$ cat src/rtl/fetch_stage.sv
// Instruction-fetch stage: PC register, IF/ID pipeline register, return-PC assembly.
// Optional hardware-interrupt injection is enabled by defining INTERRUPT_EN.
module fetch_stage (
    input  logic        clk,
    input  logic        rst,
    output logic [31:0] imem_addr,
    input  logic [15:0] imem_data,
    input  logic        fetch_pc_enable,
    input  logic        flush_fetch,
    input  logic [1:0]  pc_sel,
    input  logic [31:0] pc_jmp,
    input  logic [15:0] pop_pc_data,
    input  logic        pop_pc1,
    input  logic        pop_pc2,
    input  logic        rti,
    input  logic        interrupt,
    output logic [15:0] instruction,
    output logic [31:0] if_pc,
    output logic        int_ack
);

    localparam int unsigned PC_W    = 32;
    localparam int unsigned INSTR_W = 16;

    localparam logic [PC_W-1:0]    RESET_PC   = 32'h0000_0020;
    localparam logic [PC_W-1:0]    INT_VECTOR = 32'h0000_0000;
    localparam logic [INSTR_W-1:0] INT_OPCODE = 16'hF800;
    localparam logic [INSTR_W-1:0] NOP        = 16'h0000;

    localparam logic [1:0] SEL_SEQ  = 2'b00;
    localparam logic [1:0] SEL_JMP  = 2'b01;
    localparam logic [1:0] SEL_POP  = 2'b10;

    typedef enum logic {
        RUN         = 1'b0,
        INT_SERVICE = 1'b1
    } state_t;

    state_t               state_q, state_d;
    logic [PC_W-1:0]      pc_q, pc_d;
    logic [INSTR_W-1:0]   instr_q, instr_d;
    logic [PC_W-1:0]      if_pc_q, if_pc_d;
    logic [INSTR_W-1:0]   pop_hi_q, pop_hi_d;
    logic [INSTR_W-1:0]   pop_lo_q, pop_lo_d;
    logic                 pending_q, pending_d;
    logic                 int_ack_q, int_ack_d;

    logic [PC_W-1:0]      pc_inc;
    logic [PC_W-1:0]      pop_target;
    logic                 take_int;

    // State register and IF/ID register
    always_ff @(posedge clk) begin
        if (rst) begin
            state_q   <= RUN;
            pc_q      <= RESET_PC;
            instr_q   <= NOP;
            if_pc_q   <= '0;
            pop_hi_q  <= '0;
            pop_lo_q  <= '0;
            pending_q <= 1'b0;
            int_ack_q <= 1'b0;
        end else begin
            state_q   <= state_d;
            pc_q      <= pc_d;
            instr_q   <= instr_d;
            if_pc_q   <= if_pc_d;
            pop_hi_q  <= pop_hi_d;
            pop_lo_q  <= pop_lo_d;
            pending_q <= pending_d;
            int_ack_q <= int_ack_d;
        end
    end

    // Next-state: interrupt FSM, PC select, IF/ID update
    always_comb begin
        state_d    = state_q;
        pc_d       = pc_q;
        instr_d    = instr_q;
        if_pc_d    = if_pc_q;
        pop_hi_d   = pop_hi_q;
        pop_lo_d   = pop_lo_q;
        pending_d  = pending_q;
        int_ack_d  = 1'b0;
        take_int   = 1'b0;
        pc_inc     = pc_q + PC_W'(1);
        // Low half bypasses the stack register when it arrives with the redirect
        pop_target = {pop_hi_q, (pop_pc2 ? pop_pc_data : pop_lo_q)};

`ifdef INTERRUPT_EN
        // A live request may be taken in the same cycle it arrives
        case (state_q)
            RUN: begin
                if ((pending_q || interrupt) && fetch_pc_enable && !flush_fetch
                    && (pc_sel == SEL_SEQ)) begin
                    take_int  = 1'b1;
                    pending_d = 1'b0;
                    state_d   = INT_SERVICE;
                end else if (interrupt) begin
                    pending_d = 1'b1;
                end
            end
            INT_SERVICE: begin
                if (rti) begin
                    state_d = RUN;
                end
            end
            default: state_d = RUN;
        endcase
`endif

        if (pop_pc1) begin
            pop_hi_d = pop_pc_data;
        end
        if (pop_pc2) begin
            pop_lo_d = pop_pc_data;
        end

        case (pc_sel)
            SEL_JMP: pc_d = pc_jmp;
            SEL_POP: pc_d = pop_target;
            SEL_SEQ: begin
                if (take_int) begin
                    pc_d = INT_VECTOR;
                end else if (fetch_pc_enable) begin
                    pc_d = pc_inc;
                end
            end
            default: pc_d = pc_q;
        endcase

        if (flush_fetch) begin
            instr_d = NOP;
            if_pc_d = '0;
        end else if (!fetch_pc_enable) begin
            instr_d = instr_q;
            if_pc_d = if_pc_q;
        end else if (take_int) begin
            // Unfetched PC becomes the return address
            instr_d = INT_OPCODE;
            if_pc_d = pc_q;
        end else begin
            instr_d = imem_data;
            if_pc_d = pc_inc;
        end

        int_ack_d = take_int;
    end

`ifndef INTERRUPT_EN
    logic unused_int_c;
    assign unused_int_c = interrupt ^ rti;
`endif

    assign imem_addr   = pc_q;
    assign instruction = instr_q;
    assign if_pc       = if_pc_q;
    assign int_ack     = int_ack_q;

endmodule

$ cat config.mk
export PLATFORM = sky130hd
export DESIGN_NAME = fetch_stage
export DESIGN_NICKNAME = d
export VERILOG_FILES = /design/src/rtl/fetch_stage.sv
export SDC_FILE = /design/constraint.sdc
export NUM_CORES = 1
export LEC_CHECK = 0
export ABC_CLOCK_PERIOD_IN_PS = 6300
export CORE_MARGIN = 2
export CORE_UTILIZATION = 35
export CTS_BUF_LIST = sky130_fd_sc_hd__clkbuf_4 sky130_fd_sc_hd__clkbuf_8
export CTS_CLUSTER_DIAMETER = 100
export DETAILED_ROUTE_END_ITERATION = 8
export PLACE_DENSITY = 0.6
export SLEW_MARGIN = 20
export SYNTH_ARGS = -nofsm -noshare
export SYNTH_HDL_FRONTEND = slang
export SYNTH_SLANG_ARGS = --single-unit
$ cat constraint.sdc
create_clock -name clk -period 6.3 [get_ports clk]
set_clock_uncertainty 0.1 [all_clocks]
set_input_delay 1.89 -clock clk [delete_from_list [all_inputs] [get_ports clk]]
set_output_delay 1.89 -clock clk [all_outputs]
set_load 0.05 [all_outputs]
Word-level counts from Yosys, hierarchy flattened
Index checks and enable logic that the tools add are counted.
{"block": "classes", "n_eq_ne": 3, "reduce_logical": 4, "n_mux": 3, "add_sub_neg": 1}
{"op": "32-bit one-hot mux with 3 select lines", "count": 1}
{"op": "32-bit by 1-bit adder with 32-bit output (second input constant)", "count": 1}
{"op": "32-bit 2-to-1 mux", "count": 1}
{"op": "16-bit 2-to-1 mux", "count": 1}
{"op": "3-bit nonzero test", "count": 1}
{"op": "2-bit by 1-bit equality test with 1-bit output (second input constant)", "count": 1}
{"op": "2-bit equality test (second input constant)", "count": 1}
{"op": "2-bit logical NOT", "count": 1}
{"op": "2-bit inequality test (second input constant)", "count": 1}
{"op": "2-bit AND reduction", "count": 1}
{"op": "2-bit OR reduction", "count": 1}
{"block": "totals", "word_cells": 16, "register_bits": 112}

Depth between registers and ports, before layout
{"block": "logic_depth", "word_depth": 3, "depth_mapped": 9, "mapped_depth_nobuf": 7}

Least setup slack after synthesis
OpenSTA, ideal clock, no wires.
{"block": "synth_timing", "kind": "in2reg", "start": "input port pc_sel[0]", "end": "register pc_q[28], in the netlist imem_addr[28]", "path_buffers": 1, "cell_stages": 8, "slack_ns": 2.709, "setup_ns": 0.075, "arrival_ns": 3.416, "path_cell_list": "inv_1 > ha_1 > nor2b_1 > a21oi_1 > clkbuf_1 > a221o_1 > o21ai_0 > o22ai_1"}
{"block": "synth_via", "elab_chain_cells": 3}
{"element": "start: declaration", "line": "10", "rtl": "input logic [1:0] pc_sel,"}
{"element": "2-bit equality test, or another cell as far along", "line": "119", "rtl": "case (pc_sel)"}
{"element": "3-bit nonzero test (no line) / 2-bit inequality test (equally long branches)"}
{"element": "2-bit AND reduction (no line)"}
{"element": "end signal: assignment", "line": "65", "rtl": "pc_q <= pc_d;"}
{"element": "end: declaration", "line": "40", "rtl": "logic [PC_W-1:0] pc_q, pc_d;"}
Several ways; a longest one is shown, not always the timed one.
A chain may end at the register's enable or synchronous reset.

Final worst setup path
{"block": "layout_timing", "start": "input port pc_sel[1]", "end": "register pc_q[6], in the netlist imem_addr[6]"}
Same word-level chain as after synthesis.

==> flow_metrics.py <==
metrics = {
    "synth": {
        "ys_top_cells_by_area": "dfxtp_1 (42%), mux2i_1 (8.9%), nor2_1 (5.8%), a21oi_1 (3.8%), o21ai_0 (3.1%)",
        "synthArstFlopShare_pct": 0,
        "syn-num-nets": 689,
        "synth_top_area_share_pct": 41.54,
        "synth-seq-cells": 112,
        "synth_ff_type": "dfxtp_1",
        "syn_area_per_cell_sq_um": 8.820,
        "netlist_area_sq_um": 5398,
        "ys_warn_count": 0,
        "yosys.area.top_type": "dfxtp_1",
        "synth-edff-count": 0,
        "ys_seq_area_share_pct": 41.54,
        "syn_inst": 612,
        "synth_cell_types": 57,
    },
    "route": {
        "via_per_inst": 5.551,
        "avgRoutedWirePerCell_microns": 19.22,
        "drtIter0Drc": 354,
        "antenna_left": 0,
        "drc": 0,
        "vias": 5146,
        "dr.pass1.iters": 5,
        "postRouteWirelength_mm": 17.81,
    },
    "sta": {
        "finalMaxSlewViolations": 0,
        "tns_ns": 0,
        "timing.final.crit_share_pct": 69.95,
        "timing.final.ws_setup_ns": 1.893,
        "rsz0062_at_grt": "false",
        "setup_viol": 0,
        "relSlewSlack_pct": 31.67,
        "fmax_mhz": 226.9,
        "holdWs_ns": 0.3833,
        "hold_viol": 0,
        "tightest_slew_ns": 1.022,
        "fin_crit_ns": 4.407,
    },
    "cts": {
        "cts_hold_buffers": 0,
        "cts.clk_slew.worst_paths_ns": 0.09,
        "cts_tree": "done",
        "cts_htree_levels": 3,
        "clkLatencyLatePin_ns": 0.39,
        "cts.sinks": 112,
        "numCtsBuffers": 9,
        "clockBufferDepth": 2,
        "cts_resized": 0,
        "cts_root_buffer": "clkbuf_8",
        "cts_setup_buffers": 0,
    },
    "worst_setup_path": {
        "r2r_start": "imem_addr[0]",
        "ff2ff_path_depth": 6,
        "critical_path.startpoint_type": "input port",
        "path_class": "in -> reg",
        "critPathRequiredTime_ns": 6.51,
        "crit_arrival_ns": 4.61,
        "cp-end-kind": "register",
        "reg2reg_slack_ns": 3.58,
        "reg2reg_to": "if_pc[30]",
        "cp_max_fo": 15,
    },
    "pwr": {
        "pwr-share-comb_pct": 25.8,
        "pwr-share-clk_pct": 26.5,
        "power_switching_mw": 0.5598,
        "internal_power_mw": 1.125,
        "sequentialPowerShare_pct": 47.7,
        "power_mw": 1.685,
        "pwr_density_cell_nw_per_um2": 234.2,
        "power_leakage_nw": 2.658,
        "swShare_pct": 33.22,
        "peakVddDrop_v": 0.00008743,
    },
    "finish": {
        "antennaDiodeCount": 0,
        "syn_to_final_growth_pct": 33.29,
        "final.fill_count": 1482,
        "finish.utilization_pct": 47.50,
        "stdcell_area_sq_um": 7194,
        "final_cells": 927,
        "drive_gt1_share_pct": 6.225,
        "nets": 812,
    },
    "hold_path": {
        "min_path_cells": 2,
        "hp-start": "if_pc[7]",
        "hp-class": "reg -> reg",
        "hold_path_end": "if_pc[7]",
    },
    "placed_design": {
        "placed_cells": 912,
        "dp_hpwl_mm": 13.23,
        "gp_congestion": 0.8768,
        "preCtsSetupSlack_ns": 1.580,
        "portBuffers": 151,
        "place_area_sq_um": 6999,
    },
    "global_routing": {
        "grt_pass1_vias": 4816,
        "grt_use_total_pct": 21.03,
        "grt_max_degree": 44,
        "grt_pass1_wl_mm": 26.61,
        "overflow": 0,
        "antenna_found_initial": 0,
    },
    "floorplan": {
        "fp-row-count": 45,
        "dieArea_sq_um": 16430,
        "start_util_pct": 35.64,
        "io_pins": 155,
        "core-area_sq_um": 15150,
        "die_x_microns": 128.2,
        "die_h_microns": 128.2,
    },
    "outcome": {
        "status": "complete, no violations",
    },
    "run": {
        "max_cap_viol_count": 0,
    },
}
-- Yosys cell counts (3+ instances only) --
cell type  instances
nor2_1            83
nand4_1           12
a221o_1            8
and4_1             6
o2bb2ai_1          4
dfxtp_1          112
nand2b_1           5
o32ai_1           10
o31a_1             3
o211ai_1           3
nor2b_1           14
nand3_1           12
nor3_1            19
o21ai_0           33
buf_2              3
clkbuf_1          32
inv_1             15
nor4_1             8
nand2_1           16
ha_1               3
a22o_1             4
a211oi_1          11
buf_1              9
xor2_1            11
mux2i_1           48
nor3b_1            3
a221oi_1           5
mux2_2            11
a22oi_1           10
xnor2_1           17
o22ai_1            6
a21oi_1           41
buf_4              3
-- power groups by stage --
stage	registers [mW]	logic [mW]	clock network (mW)
2_1_floorplan	0.911	0.167	0
3_3_place_gp	0.818	0.428	0
3_5_place_dp	0.820	0.432	0
6_report	0.804	0.434	0.446
4_1_cts	0.804	0.434	0.456
5_1_grt	0.811	0.461	0.481
-- layout by cell type (no fill, tap or decap), drive strengths merged, types with 4 or more instances in the layout --
master         instances
clkbuf                12
nand2                 16
buf                   11
and4                   6
mux2                  11
nand4                 14
nand3                 13
nand2b                 5
a21oi                 41
a22o                   4
xnor2                 17
nor4                  10
clkdlybuf4s50        149
nor2                  83
a22oi                 10
o21ai                 34
o32ai                 10
dfxtp                112
a221o                  8
nor3                  19
a211oi                12
a221oi                 5
xor2                  11
o2bb2ai                4
o22ai                  6
inv                   15
mux2i                 48
nor2b                 14
-- layer usage --
metal	share of wire, %	track usage [%]	vias to the layer above
met2	44	32.92	241
met4	1.3	6.335	0
met5	0	0	-
met1	46	29.27	2419
li1	-	-	2471
met3	8.4	4.132	15
-- cell families (layout without fill, tap and decap cells) --
kind of cell | Yosys count | in the layout | share of synthesized area, %
and+or+nand+nor | 192 | 192 | 18.31
AOI/OAI and AO/OA | 152 | 152 | 18.71
DFF | 112 | 112 | 41.54
buffers and inverters | 65 | 192 | 4.937
muxes | 59 | 59 | 11.20
xor gates and xnor gates | 28 | 28 | 4.543
adders and majority gates | 3 | 3 | 0.6955
other | 1 | 1 | 0.06947
-- flip-flops by register name (all words and copies together) (netlist names) --
| register | flops |
|---|---|
| if_pc | 32 |
| imem_addr | 32 |
| instruction | 16 |
| pop_hi_q | 16 |
| pop_lo_q | 16 |
-- worst max-delay path, stage by stage --
cell,delay (ns)
clkdlybuf4s50_1,0.44
inv_1,0.07
ha_1,0.53
nor2b_1,0.18
a21oi_1,0.67
buf_4,0.33
a221o_1,0.24
a21oi_1,0.06
nor3_1,0.19
-- layout make-up --
type / count / area (sq um) / area share (%)
Tap cell: 188 / 235.2 / 3.270
Multi-Input combinational cell: 435 / 2889 / 40.16
Timing Repair Buffer: 160 / 1569 / 21.81
Sequential cell: 112 / 2242 / 31.17
Inverter: 17 / 63.81 / 0.8870
Clock inverter: 3 / 42.54 / 0.5913
Clock buffer: 12 / 152.6 / 2.122
-- worst max path at each step --
stage / slack [ns] / startpoint / depth (start not counted) / end
2_1_floorplan: 2.71 / pc_sel[0] / 8 / imem_addr[28]
3_3_place_gp: 1.59 / pc_sel[0] / 9 / imem_addr[6]
3_5_place_dp: 1.58 / pc_sel[1] / 9 / imem_addr[6]
4_1_cts: 1.98 / pc_sel[1] / 9 / imem_addr[6]
5_1_grt: 1.79 / pc_sel[0] / 9 / imem_addr[6]
6_report: 1.89 / pc_sel[1] / 9 / imem_addr[6]
(Power assumes the default switching activity.)
